File: config.mk
export PLATFORM = sky130hd
export DESIGN_NAME = mem_port_arbiter
export DESIGN_NICKNAME = d
export VERILOG_FILES = /design/src/rtl/mem_port_arbiter_pkg.sv /design/src/rtl/mem_arb_pick.sv /design/src/rtl/mem_port_arbiter.sv
export SDC_FILE = /design/constraint.sdc
export NUM_CORES = 1
export LEC_CHECK = 0
export ABC_AREA = 1
export CAP_MARGIN = 40
export CELL_PAD_IN_SITES_DETAIL_PLACEMENT = 1
export CELL_PAD_IN_SITES_GLOBAL_PLACEMENT = 2
export CORE_UTILIZATION = 20
export DETAILED_ROUTE_END_ITERATION = 10
export PLACE_DENSITY = 0.82
export SYNTH_ARGS = -nofsm -noshare
export SYNTH_HDL_FRONTEND = slang
export SYNTH_HIERARCHICAL = 1
export SYNTH_SLANG_ARGS = --single-unit
export TNS_END_PERCENT = 50
File: constraint.sdc
create_clock -name clk -period 1.9 [get_ports clk]
set_input_delay 0.38 -clock clk [delete_from_list [all_inputs] [get_ports clk]]
set_output_delay 0.38 -clock clk [all_outputs]
set_load 0.02 [all_outputs]
File: src/rtl/mem_port_arbiter_pkg.sv
// Shared encodings for the unified-memory port arbiter.
// No logic here: FSM state type and grant identifiers only.
// Imported by the arbiter top and its winner-pick sub-module.
package mem_port_arbiter_pkg;

    typedef enum logic [1:0] {
        ST_IDLE  = 2'd0,
        ST_ISSUE = 2'd1,
        ST_WAIT  = 2'd2,
        ST_RESP  = 2'd3
    } arb_state_t;

    localparam logic [1:0] GNT_IF   = 2'd0;
    localparam logic [1:0] GNT_DM   = 2'd1;
    localparam logic [1:0] GNT_DBG  = 2'd2;
    localparam logic [1:0] GNT_NONE = 2'd3;

endpackage

File: src/rtl/mem_arb_pick.sv
// Picks the next memory owner from the three request lines.
// Purely combinational, zero latency.
// No flow control of its own; the caller samples it only when idle.
module mem_arb_pick
    import mem_port_arbiter_pkg::*;
(
    input  logic       if_req,
    input  logic       dm_req,
    input  logic       dbg_req,
    input  logic       starve,
    output logic [1:0] winner
);

    // DBG > DM > IF, except a starved IF jumps ahead of DM (never ahead of DBG)
    always_comb begin
        winner = GNT_NONE;
        if (dbg_req) begin
            winner = GNT_DBG;
        end else if (starve && if_req) begin
            winner = GNT_IF;
        end else if (dm_req) begin
            winner = GNT_DM;
        end else if (if_req) begin
            winner = GNT_IF;
        end
    end

endmodule

File: src/rtl/mem_port_arbiter.sv
// Serialises IF / DM / DBG accesses onto one single-ported memory.
// Request sampled in IDLE at edge k: mem_en in cycle k+1, ack in cycle k+MEM_LAT+2.
// Requesters hold req until their one-cycle ack; one access per MEM_LAT+3 cycles.
module mem_port_arbiter
    import mem_port_arbiter_pkg::*;
#(
    parameter int ADDR_W     = 32,
    parameter int DATA_W     = 32,
    parameter int MEM_LAT    = 1,
    parameter int STARVE_LIM = 4
) (
    input  logic              clk,
    input  logic              rst_n,
    input  logic              if_req,
    input  logic [ADDR_W-1:0] if_addr,
    output logic [DATA_W-1:0] if_rdata,
    output logic              if_ack,
    input  logic              dm_req,
    input  logic              dm_we,
    input  logic [ADDR_W-1:0] dm_addr,
    input  logic [DATA_W-1:0] dm_wdata,
    output logic [DATA_W-1:0] dm_rdata,
    output logic              dm_ack,
    input  logic              dbg_req,
    input  logic              dbg_we,
    input  logic [ADDR_W-1:0] dbg_addr,
    input  logic [DATA_W-1:0] dbg_wdata,
    output logic [DATA_W-1:0] dbg_rdata,
    output logic              dbg_ack,
    output logic              mem_en,
    output logic              mem_we,
    output logic [ADDR_W-1:0] mem_addr,
    output logic [DATA_W-1:0] mem_wdata,
    input  logic [DATA_W-1:0] mem_rdata,
    output logic [1:0]        grant_id
);

    localparam int LAT_W = (MEM_LAT > 1) ? $clog2(MEM_LAT) : 1;
    localparam int STV_W = $clog2(STARVE_LIM + 1);
    localparam logic [LAT_W-1:0] LAT_LAST = LAT_W'(MEM_LAT - 1);
    localparam logic [STV_W-1:0] STV_MAX  = STV_W'(STARVE_LIM);

    arb_state_t        state_q,     state_d;
    logic [1:0]        grant_q,     grant_d;
    logic [LAT_W-1:0]  lat_q,       lat_d;
    logic [STV_W-1:0]  stv_q,       stv_d;
    logic              acc_we_q,    acc_we_d;
    logic              mem_en_q,    mem_en_d;
    logic              mem_we_q,    mem_we_d;
    logic [ADDR_W-1:0] mem_addr_q,  mem_addr_d;
    logic [DATA_W-1:0] mem_wdata_q, mem_wdata_d;
    logic              if_ack_q,    if_ack_d;
    logic              dm_ack_q,    dm_ack_d;
    logic              dbg_ack_q,   dbg_ack_d;
    logic [DATA_W-1:0] if_rdata_q,  if_rdata_d;
    logic [DATA_W-1:0] dm_rdata_q,  dm_rdata_d;
    logic [DATA_W-1:0] dbg_rdata_q, dbg_rdata_d;
    logic [1:0]        winner;

    mem_arb_pick u_pick (
        .if_req  (if_req),
        .dm_req  (dm_req),
        .dbg_req (dbg_req),
        .starve  (stv_q == STV_MAX),
        .winner  (winner)
    );

    // Next-state: arbitrate in IDLE, strobe once, count out the latency, ack the winner
    always_comb begin
        state_d     = state_q;
        grant_d     = grant_q;
        lat_d       = lat_q;
        stv_d       = stv_q;
        acc_we_d    = acc_we_q;
        mem_en_d    = 1'b0;
        mem_we_d    = 1'b0;
        mem_addr_d  = mem_addr_q;
        mem_wdata_d = mem_wdata_q;
        if_ack_d    = 1'b0;
        dm_ack_d    = 1'b0;
        dbg_ack_d   = 1'b0;
        if_rdata_d  = if_rdata_q;
        dm_rdata_d  = dm_rdata_q;
        dbg_rdata_d = dbg_rdata_q;
        case (state_q)
            ST_IDLE: begin
                if (!if_req) begin
                    stv_d = '0;
                end
                if (winner != GNT_NONE) begin
                    state_d  = ST_ISSUE;
                    grant_d  = winner;
                    mem_en_d = 1'b1;
                    case (winner)
                        GNT_DBG: begin
                            acc_we_d    = dbg_we;
                            mem_addr_d  = dbg_addr;
                            mem_wdata_d = dbg_wdata;
                        end
                        GNT_DM: begin
                            acc_we_d    = dm_we;
                            mem_addr_d  = dm_addr;
                            mem_wdata_d = dm_wdata;
                        end
                        default: begin
                            acc_we_d    = 1'b0;
                            mem_addr_d  = if_addr;
                            mem_wdata_d = '0;
                        end
                    endcase
                    mem_we_d = acc_we_d;
                    // Starve count tracks DM wins that left a waiting IF behind
                    if (winner == GNT_IF) begin
                        stv_d = '0;
                    end else if (winner == GNT_DM && if_req && stv_q != STV_MAX) begin
                        stv_d = stv_q + STV_W'(1);
                    end
                end
            end
            ST_ISSUE: begin
                state_d = ST_WAIT;
                lat_d   = LAT_LAST;
            end
            ST_WAIT: begin
                if (lat_q == '0) begin
                    state_d = ST_RESP;
                    case (grant_q)
                        GNT_IF: begin
                            if_ack_d   = 1'b1;
                            if_rdata_d = mem_rdata;
                        end
                        GNT_DM: begin
                            dm_ack_d   = 1'b1;
                            dm_rdata_d = acc_we_q ? '0 : mem_rdata;
                        end
                        GNT_DBG: begin
                            dbg_ack_d   = 1'b1;
                            dbg_rdata_d = acc_we_q ? '0 : mem_rdata;
                        end
                        default: ;
                    endcase
                end else begin
                    lat_d = lat_q - LAT_W'(1);
                end
            end
            ST_RESP: begin
                state_d = ST_IDLE;
                grant_d = GNT_NONE;
            end
            default: state_d = ST_IDLE;
        endcase
    end

    // State and registered outputs; reset abandons any in-flight access
    always_ff @(posedge clk or negedge rst_n) begin
        if (!rst_n) begin
            state_q     <= ST_IDLE;
            grant_q     <= GNT_NONE;
            lat_q       <= '0;
            stv_q       <= '0;
            acc_we_q    <= 1'b0;
            mem_en_q    <= 1'b0;
            mem_we_q    <= 1'b0;
            mem_addr_q  <= '0;
            mem_wdata_q <= '0;
            if_ack_q    <= 1'b0;
            dm_ack_q    <= 1'b0;
            dbg_ack_q   <= 1'b0;
            if_rdata_q  <= '0;
            dm_rdata_q  <= '0;
            dbg_rdata_q <= '0;
        end else begin
            state_q     <= state_d;
            grant_q     <= grant_d;
            lat_q       <= lat_d;
            stv_q       <= stv_d;
            acc_we_q    <= acc_we_d;
            mem_en_q    <= mem_en_d;
            mem_we_q    <= mem_we_d;
            mem_addr_q  <= mem_addr_d;
            mem_wdata_q <= mem_wdata_d;
            if_ack_q    <= if_ack_d;
            dm_ack_q    <= dm_ack_d;
            dbg_ack_q   <= dbg_ack_d;
            if_rdata_q  <= if_rdata_d;
            dm_rdata_q  <= dm_rdata_d;
            dbg_rdata_q <= dbg_rdata_d;
        end
    end

    assign if_ack    = if_ack_q;
    assign dm_ack    = dm_ack_q;
    assign dbg_ack   = dbg_ack_q;
    assign if_rdata  = if_rdata_q;
    assign dm_rdata  = dm_rdata_q;
    assign dbg_rdata = dbg_rdata_q;
    assign mem_en    = mem_en_q;
    assign mem_we    = mem_we_q;
    assign mem_addr  = mem_addr_q;
    assign mem_wdata = mem_wdata_q;
    assign grant_id  = grant_q;

endmodule

After elaboration in Yosys (flattened, before gate mapping)
Index checks and enable logic that the tools add are counted. W data, S select, Z words.

Word-level logic and storage cells: 76. Bits of input ports: 199. Bits in registers: 174. Output and inout bits: 167.

Add/sub/neg operators: 2. Reduce and logical (&&, ||, !) cells: 14. Mux-type cells: 32. Eq/ne operators: 12. Bitwise operators: 1.

Operator list (number): $pmux W32 S2 (2); $mux W32 (1); $mux W1 (14); $mux W2 (7); $mux W3 (4); $reduce_and A3 Y1 (3); $eq A2 B2 Y1 const B (4); $pmux W2 S4 (1); $eq A2 B1 Y1 const B (3); $logic_not A2 Y1 (3); $ne A2 B2 Y1 const B (3); $reduce_and A2 Y1 (3); $pmux W1 S2 (2); $pmux W2 S2 (1); $reduce_bool A2 Y1 (2); $add A3 B1 Y3 const B (1); $eq A3 B3 Y1 const B (1); $logic_and A1 B1 Y1 (3); $ne A3 B3 Y1 const B (1); $not A1 Y1 (1); $sub A1 B1 Y1 const B (1).

Logic depth before layout (Yosys ltp)
Gate-level depths: netlist of run 1.

Word-level depth: 10. Depth in mapped cells: 15. Gate-level depth less buffers: 14.

Cells and area by module
The synthesis of run 1 kept the hierarchy.

Modules (own cells, without submodules): mem_port_arbiter (area each 8140.3 um^2, cells an instance 1052, instances 1, seq. area each 4331.7 um^2); mem_arb_pick (area each 28.8 um^2, cells an instance 6, instances 1, seq. area each 0.0 um^2).

Worst setup path before layout of run 1
OpenSTA, ideal clock, no wires.

Kind: register to register. Start: register stv_q[0]. End: register mem_wdata_q[3], in the netlist mem_wdata[3]. Clock period less this slack: 2000 ps. Slack: -100 ps. Cell stages (with the launch flop): 15. Path buffers: 3. Arrival time: 1882 ps. Required time: 1783 ps. Library setup time: 117 ps. Cell sequence: dfrtp_1 -> inv_1 -> ha_1 -> nand2_1 -> inv_1 -> nand2_1 -> nand2_1 -> nor2_2 -> inv_1 -> ha_1 -> buf_2 -> buf_2 -> buf_2 -> nand3_1 -> nand2_1.

Cells in the longest elaborated chain, start to end: 6. Elaborated cells between the ends (all ways): 9. Those cells by class: 4 x eq/ne; 3 x mux; 2 x reduce/logical.

RTL lines: start: declaration (line mem_port_arbiter.sv:46) `logic [STV_W-1:0] stv_q, stv_d;`; start signal: assignment (line mem_port_arbiter.sv:176) `stv_q <= stv_d;`; $eq A3 B3 Y1 * (line mem_port_arbiter.sv:64) `.starve (stv_q == STV_MAX),`; $logic_and A1 B1 Y1 * (line mem_arb_pick.sv:19) `end else if (starve && if_req) begin`; $mux W2 * (line mem_arb_pick.sv:19); $mux W2 * (line mem_arb_pick.sv:17) `if (dbg_req) begin`; via winner[0] (line mem_port_arbiter.sv:58) `logic [1:0] winner;`; $eq A2 B1 Y1 (tied with other cells) (line mem_port_arbiter.sv:94) `case (winner)`; $pmux W32 S2 / $reduce_and A2 Y1 (equally long branches); end signal: assignment (line mem_port_arbiter.sv:181) `mem_wdata_q <= mem_wdata_d;`; end: declaration (line mem_port_arbiter.sv:51) `logic [DATA_W-1:0] mem_wdata_q, mem_wdata_d;`.

Mark *: on every way through the listed nets, which the timed path passes. The rest lies on a longest branch. A chain may end at the register's enable or synchronous reset.

Worst setup path in the final report of run 1
Start: register stv_q[1]. End: register mem_wdata_q[14], in the netlist mem_wdata[14].

The elaborated chain is that of the path after synthesis.

==> summary.txt, run 1 <==
Pwr
  • PwrDens: 1480 nW/µm²
  • Pleak: 6.58 nW
  • PnR Total Power: 0.0209 W
  • Maximum vdd drop: 502 µV

Run status
  • Status: finished with violations
  • Failing checks: negative setup slack

Clock network
  • Clock sink count: 173
  • Clk slew on worst S/H paths: 0.06 ns
  • CTS tree: built
  • Skew-Pair Late Insertion Delay: 0.44 ns
  • H-tree Lvls: 4
  • Worst-case clock buffer depth: 2
  • Inserted Clock Buffers: 17
  • CTS root buffer: clkbuf_16

Yosys
  • Distinct cells, synth: 19
  • Predominant post-synthesis flop cell: dfrtp_1
  • Post-synthesis sequential area ratio: 53.0%
  • Synth area leaders: dfrtp_1 52%, nand2_1 19%, inv_1 5.1%, o21ai_0 4.3%, nand3_1 4.2%
  • Top cells by count, synth: 420 x nand2_1, 171 x dfrtp_1, 112 x inv_1
  • Syn Inst Count: 1,058
  • Flops & latches, synth: 173
  • Syn_area_per_cell: 7.72 µm²
  • Mapped Nets: 1,267
  • Number of enable flip-flop cells after synthesis: 0
  • Synth area leader: dfrtp_1
  • Yosys warning count: 6
  • Count leader, synth: nand2_1
  • Cell area after synthesis: 8170 µm²
  • Async S/R FF share, synth: 100%
  • Synth top area share: 52.4%

GRT
  • Largest net degree at the start of global routing: 66
  • Vias in the first global route: 8,827
  • Initial antenna violation count: 0
  • First-pass GRT wire length: 49.2 mm
  • GRT Residual Overflow: 0
  • Gr usage total: 15.3%

Final layout
  • Layout Nets: 1,655
  • Layout area overhead: 73.0%
  • Fill count: 4,742
  • Share of layout cells above drive strength 1: 13.9%
  • Final core occ: 35.3%
  • # diodes: 0

Timing
  • Max-slew violations: 0
  • Count of final hold-check violations: 0
  • Tcrit/Tclk final: 108%
  • Worst Tran Pin Value: 0.456 ns
  • Slew margin rel.: 69.6%
  • Fmax: 486 MHz
  • Setup tns final: -7.02 ns
  • Fin crit period: 2.06 ns
  • Clk_skew: 0.0127 ns
  • Endpoints failing setup: 71
  • RSZ-0062 raised after global routing: true
  • Setup ws final: -0.159 ns

Critical path
  • CP max stage cell: ha_4
  • Worst-path cell chain: inv_1, ha_2, nand2_2, inv_2, nand2_2, nand2_2, nor2_4, inv_2, ha_4, buf_12, buf_12, clkbuf_16, nand3_1, nand2_1
  • CP arrival: 2.44 ns
  • Crit path max fanout: 8
  • Crit Path Class: register to register
  • Delay-heaviest family, CP: buffers and inverters
  • Buf/Inv on CP: 6
  • Crit path top cell by count: nand2_2
  • Max stage delay on crit path: 0.39 ns
  • Critical path required time: 2.28 ns
  • Worst Setup End Kind: register
  • Startpoint types: register

Placed design
  • DP HPWL: 22.2 mm
  • IO Port Bufs: 365
  • Final RePlAce weighted congestion: 0.796

Job
  • Max-cap violations: 0

Hold path
  • Min-Delay Path Class: primary input to asynchronous set/reset pin

Detailed routing
  • Via count: 8,317
  • Mean routed wirelength per cell: 16.5 µm
  • DRT Pass-1 Iters: 4
  • Initial DRC count: 284
  • Final ANT Viol Nets: 0
  • WL final: 32.8 mm
  • DRC violations left: 0
  • Avg Vias per Cell: 4.20

Die
  • Area of the core: 40,000 µm²
  • Starting Density: 20.4%
  • Site Rows: 73
  • Die height: 204 µm
  • Die area: 41,700 µm²
  • Die X-Extent: 204 µm
  • # IOs: 366
## path summary, 6_finish.rpt
check                               from  slack [ns]  cells past startpoint       endpoint
setup / recovery                stv_q[1]       -0.16                     14  mem_wdata[14]
hold / removal                     rst_n        0.47                      2    if_rdata[6]
setup reg to reg                stv_q[1]       -0.16                     14  mem_wdata[14]
hold reg to reg            mem_wdata[21]        0.47                      2  mem_wdata[21]
max in group asynchronous          rst_n        0.86                      3   mem_addr[27]
min in group clk           mem_wdata[21]        0.47                      2  mem_wdata[21]
## area by class of cell
| type | count | area (µm²) | area share, % |
|---|---|---|---|
| clock inverters | 11 | 95.1 | 0.673 |
| inverters | 115 | 437 | 3.09 |
| clock buffers | 18 | 439 | 3.11 |
| multi-input cells | 706 | 3480 | 24.6 |
| repair buffers | 433 | 4690 | 33.2 |
| flip-flops and latches | 173 | 4330 | 30.7 |
| well taps | 525 | 657 | 4.65 |
## sequential cells by signal, summed over array words and instances (netlist names), 2 cells and up
signal	flops
stv_q	3
if_rdata	32
dm_rdata	32
dbg_rdata	32
mem_addr	32
grant_id	2
state_q	2
mem_wdata	32
## cells in the final DEF, fill, tap and decap left out, types with 3 or more instances in the layout
cell type,count
buf_12,18
buf_16,7
buf_4,27
buf_6,8
clkbuf_16,23
clkdlybuf4s50_1,356
clkinv_2,5
clkinvlp_4,3
dfrtp_1,171
dlygate4sd2_1,7
ha_1,6
inv_1,109
inv_2,5
inv_6,3
nand2_1,370
nand2_2,31
nand2_4,19
nand3_1,33
nand3_2,34
nor2_1,65
o21ai_0,46
o21ai_1,89
## stage by stage
step | worst slack (ns) | std cells | hold slack, ns | cell area [µm²]
finish | -0.159 | 1981 | 0.467 | 14100
floorplan | -0.00965 | 1058 | 0.0844 | 8210
global placement | -0.431 | 1927 | 0.369 | 12600
CTS | -0.162 | 1973 | 0.448 | 13800
detailed placement | -0.487 | 1927 | 0.368 | 12600
global route | -0.273 | 1981 | 0.471 | 14100
## report_power, final
group / leakage [nW] / internal, W / switching (W)
combinational: 4.15 / 0.00494 / 0.00615
clock: 0.260 / 0.00181 / 0.00154
sequential: 2.17 / 0.00548 / 0.000996
total: 6.58 / 0.0122 / 0.00869
## metal layers
metal | track usage, % | part of all wire [%] | vias to the layer above
li1 | - | - | 4013
met1 | 19.0 | 43 | 3984
met2 | 25.2 | 47 | 300
met3 | 5.13 | 8.7 | 20
met4 | 4.21 | 1.1 | 0
met5 | 0 | 0 | -
## cells by family after synthesis
| kind of cell | count (synthesis) | share of synthesized area [%] |
|---|---|---|
| compound gates | 137 | 8.42 |
| buf+inv | 179 | 9.99 |
| flops | 173 | 53.0 |
| fa+ha+maj | 10 | 1.53 |
| simple gates | 559 | 27.0 |
## repair_timing
item,in CTS,in global routing
resized for setup,108,55
setup endpoints to repair,78,72
hold endpoints to repair,35,0
buffers inserted,8,3
hold buffers,1,0
pin swaps,11,21
cloned,8,6
Power figures use the tool's default switching activity.
==> run 2, diff against run 1 <==
--- a/config.mk
+++ b/config.mk
@@ -9,9 +9,11 @@
 export CAP_MARGIN = 40
 export CELL_PAD_IN_SITES_DETAIL_PLACEMENT = 1
 export CELL_PAD_IN_SITES_GLOBAL_PLACEMENT = 2
+export CORE_ASPECT_RATIO = 0.7
 export CORE_UTILIZATION = 20
 export DETAILED_ROUTE_END_ITERATION = 10
-export PLACE_DENSITY = 0.82
+export PLACE_DENSITY_LB_ADDON = 0.1
+export SLEW_MARGIN = 25
 export SYNTH_ARGS = -nofsm -noshare
 export SYNTH_HDL_FRONTEND = slang
 export SYNTH_HIERARCHICAL = 1
==> run 2 against run 1 <==
  * The flow still finishes with violations (negative setup slack)
  * Non-clock buffer count increased by 31
  * Combinational power rose by 9%
  * Sequential cell count is the same
  * Fmax is 2.3% higher
  * Core utilization up 1.7 points
  * Via count shrank 0.57%
  * First-iteration DRC count increased by 14%
  * Critical path depth up 1
  * Sequential share of layout area is 1.4 points lower
  * Die area is essentially flat
  * Clock power increased by 9.0%
  * Largest cell class unchanged
==> summary.txt, run 2 (same netlist as run 1, synthesis figures left out) <==
Die
  • Die height: 171 µm (was 204 µm)
  • Die X-Extent: 244 µm (was 204 µm)
  • # IOs: 366 (unchanged)
  • Die area: 41,700 µm² (about the same)
  • Starting Density: 20.4% (about the same)
  • Area of the core: 40,000 µm² (about the same)
  • Site Rows: 61 (was 73)

Detailed routing
  • Final ANT Viol Nets: 0 (unchanged)
  • Avg Vias per Cell: 4.08 (was 4.20)
  • DRT Pass-1 Iters: 4 (unchanged)
  • Initial DRC count: 324 (was 284)
  • WL final: 35.3 mm (was 32.8 mm)
  • DRC violations left: 0 (unchanged)
  • Via count: 8,270 (was 8,317)
  • Mean routed wirelength per cell: 17.4 µm (was 16.5 µm)

Critical path
  • CP Launch Point: stv_q[0] (was stv_q[1])
  • Critical path required time: 2.23 ns (was 2.28 ns)
  • CP arrival: 2.34 ns (was 2.44 ns)
  • Startpoint types: register (unchanged)
  • Worst Setup End Kind: register (unchanged)
  • Crit path max fanout: 7 (was 8)
  • Worst reg2reg setup slack: -0.11 ns (was -0.16 ns)
  • Crit Path Class: register to register (unchanged)
  • R2R Path Start: stv_q[0] (was stv_q[1])
  • R2R depth: 15 (was 14)
  • Crit Reg-Reg Endpoint: mem_addr[12] (was mem_wdata[14])

Pwr
  • Sw Ratio: 40.9% (was 41.5%)
  • Maximum vdd drop: 681 µV (was 502 µV)
  • Sequential Power Share: 29.0% (was 30.9%)
  • PwrDens: 1500 nW/µm² (was 1480 nW/µm²)
  • P_sw: 0.00911 W (was 0.00869 W)
  • Gate power share: 54.6% (was 53.0%)
  • Int Power: 0.0131 W (was 0.0122 W)
  • Clock share of power: 16.4% (was 16.0%)
  • PnR Total Power: 0.0223 W (was 0.0209 W)
  • Pleak: 6.88 nW (was 6.58 nW)

Final layout
  • Storage cell area: 4330 µm² (unchanged)
  • Area of the multi-input gates: 3530 µm² (was 3480 µm²)
  • Most common cell after layout, fill and taps aside: nand2_1 (unchanged)
  • Fill count: 4,668 (was 4,742)
  • Layout area overhead: 81.4% (was 73.0%)
  • Commonest cells after routing, fill and taps aside: 397 x nand2_1, 354 x clkdlybuf4s50_1, 171 x dfrtp_1 (was 370 x nand2_1, 356 x clkdlybuf4s50_1, 171 x dfrtp_1)
  • Layout Nets: 1,686 (was 1,655)
  • Share of layout cells above drive strength 1: 15.7% (was 13.9%)
  • Final core occ: 37.0% (was 35.3%)
  • Post-route cell area: 14,800 µm² (was 14,100 µm²)

Timing
  • Worst hold margin: 0.464 ns (was 0.467 ns)
  • Endpoints failing setup: 70 (was 71)
  • Fmax: 497 MHz (was 486 MHz)
  • Clk_skew: 0.0128 ns (was 0.0127 ns)
  • Worst Tran Pin Value: 0.537 ns (was 0.456 ns)
  • RSZ-0062 raised after global routing: true (unchanged)
  • Tcrit/Tclk final: 106% (was 108%)
  • Setup ws final: -0.113 ns (was -0.159 ns)
  • Fin crit period: 2.01 ns (was 2.06 ns)
  • Max-slew violations: 0 (unchanged)
  • Setup tns final: -4.47 ns (was -7.02 ns)
  • Slew margin rel.: 64.2% (was 69.6%)
  • Count of final hold-check violations: 0 (unchanged)

Placed design
  • Final RePlAce weighted congestion: 0.749 (was 0.796)
  • DP HPWL: 23.5 mm (was 22.2 mm)
  • Placed cell area: 12,900 µm² (was 12,600 µm²)
  • IO Port Bufs: 365 (unchanged)

Clock network
  • H-tree Lvls: 4 (unchanged)
  • CTS root buffer: clkbuf_16 (unchanged)
  • Skew-Pair Late Insertion Delay: 0.44 ns (about the same)
  • Worst-case clock buffer depth: 2 (unchanged)
  • CTS tree: built (unchanged)
  • Clock sink count: 173 (unchanged)
  • Inserted Clock Buffers: 17 (unchanged)
  • Clk slew on worst S/H paths: 0.08 ns (was 0.06 ns)

GRT
  • Grt met3 use: 5.24% (was 5.13%)
  • Gr usage total: 16.8% (was 15.3%)
  • GRT Residual Overflow: 0 (unchanged)
  • Gr busiest metal: met2 (unchanged)
  • GR Layer Usage met1: 21.5% (was 19.0%)
  • Vias in the first global route: 8,803 (was 8,827)
  • Grt met2 use: 27.4% (was 25.2%)
  • First-pass GRT wire length: 53.0 mm (was 49.2 mm)
  • Largest net degree at the start of global routing: 66 (unchanged)
  • Initial antenna violation count: 3 (was 0)

Job
  • Max-cap violations: 0 (unchanged)

Hold path
  • Min-Delay Path Class: primary input to asynchronous set/reset pin (unchanged)

Run status
  • Failing checks: negative setup slack (unchanged)
  • Status: finished with violations (unchanged)
-- run 2: cell types whose count changed in the layout (fill, tap and decap cells not counted), moves of 6 or more --
| cell | delta |
|---|---|
| nand3_1 | -9 |
| nand2_1 | +27 |
| buf_12 | +15 |
| nand3_2 | +6 |
| nand2_2 | -13 |
| dlymetal6s2s_1 | +6 |
| nor2_1 | -10 |
| nor2_4 | +8 |
| o21ai_2 | +7 |
| nand2_4 | -14 |
-- run 2: metal layers --
layer  vias up  routed length, µm
met4         2                430
met5         -                 13
met1      3974              16000
met3        21               2140
met2       164              16700
li1       4109                  -
-- run 2: stage by stage --
stage | cells | setup WS, ns
2_1_floorplan | 1058 | -0.00965
3_3_place_gp | 1946 | -0.331
3_5_place_dp | 1946 | -0.385
4_1_cts | 2011 | -0.106
5_1_grt | 2026 | -0.223
6_report | 2027 | -0.113
-- run 2: critical path, cell delays in order (launching register included) --
cell	delay, ns
dfrtp_1	0.34
inv_1	0.05
ha_2	0.17
nand2_2	0.08
inv_2	0.05
nand2_2	0.07
nand2_2	0.06
nor2_4	0.12
inv_2	0.08
ha_4	0.34
buf_12	0.14
buf_12	0.10
buf_16	0.13
nand3_2	0.07
nand2_2	0.06
o21ai_1	0.05
-- run 2: power groups by stage --
stage	logic [W]	clock network, W	registers [W]
5_1_grt	0.0132	0.00395	0.00671
6_report	0.0121	0.00365	0.00645
4_1_cts	0.0117	0.00382	0.00647
3_3_place_gp	0.0108	0	0.00648
2_1_floorplan	0.00310	0	0.00852
3_5_place_dp	0.0109	0	0.00651
-- run 2: worst max path at each step --
stage | to | depth (start not counted)
2_1_floorplan | mem_wdata[3] | 14
4_1_cts | mem_wdata[15] | 14
5_1_grt | mem_addr[6] | 15
3_5_place_dp | stv_q[0] | 13
3_3_place_gp | mem_addr[29] | 8
6_report | mem_addr[12] | 15
-- run 2: area by class of cell --
cell class              instances  share of cell area [%]
multi-input cells             706                    23.8
inverters                     115                    2.96
repair buffers                464                    35.5
well taps                     535                    4.52
clock buffers                  18                    2.90
diodes                          2                  0.0338
flip-flops and latches        173                    29.2
clock inverters                14                    1.05
-- run 2: what timing repair did --
action | CTS | global route
hold endpoints to repair | 39 | 0
pin swaps | 30 | 52
setup endpoints to repair | 75 | 80
hold buffers | 1 | 0
gates resized for setup | 86 | 97
setup buffers | 19 | 7
cloned | 13 | 9
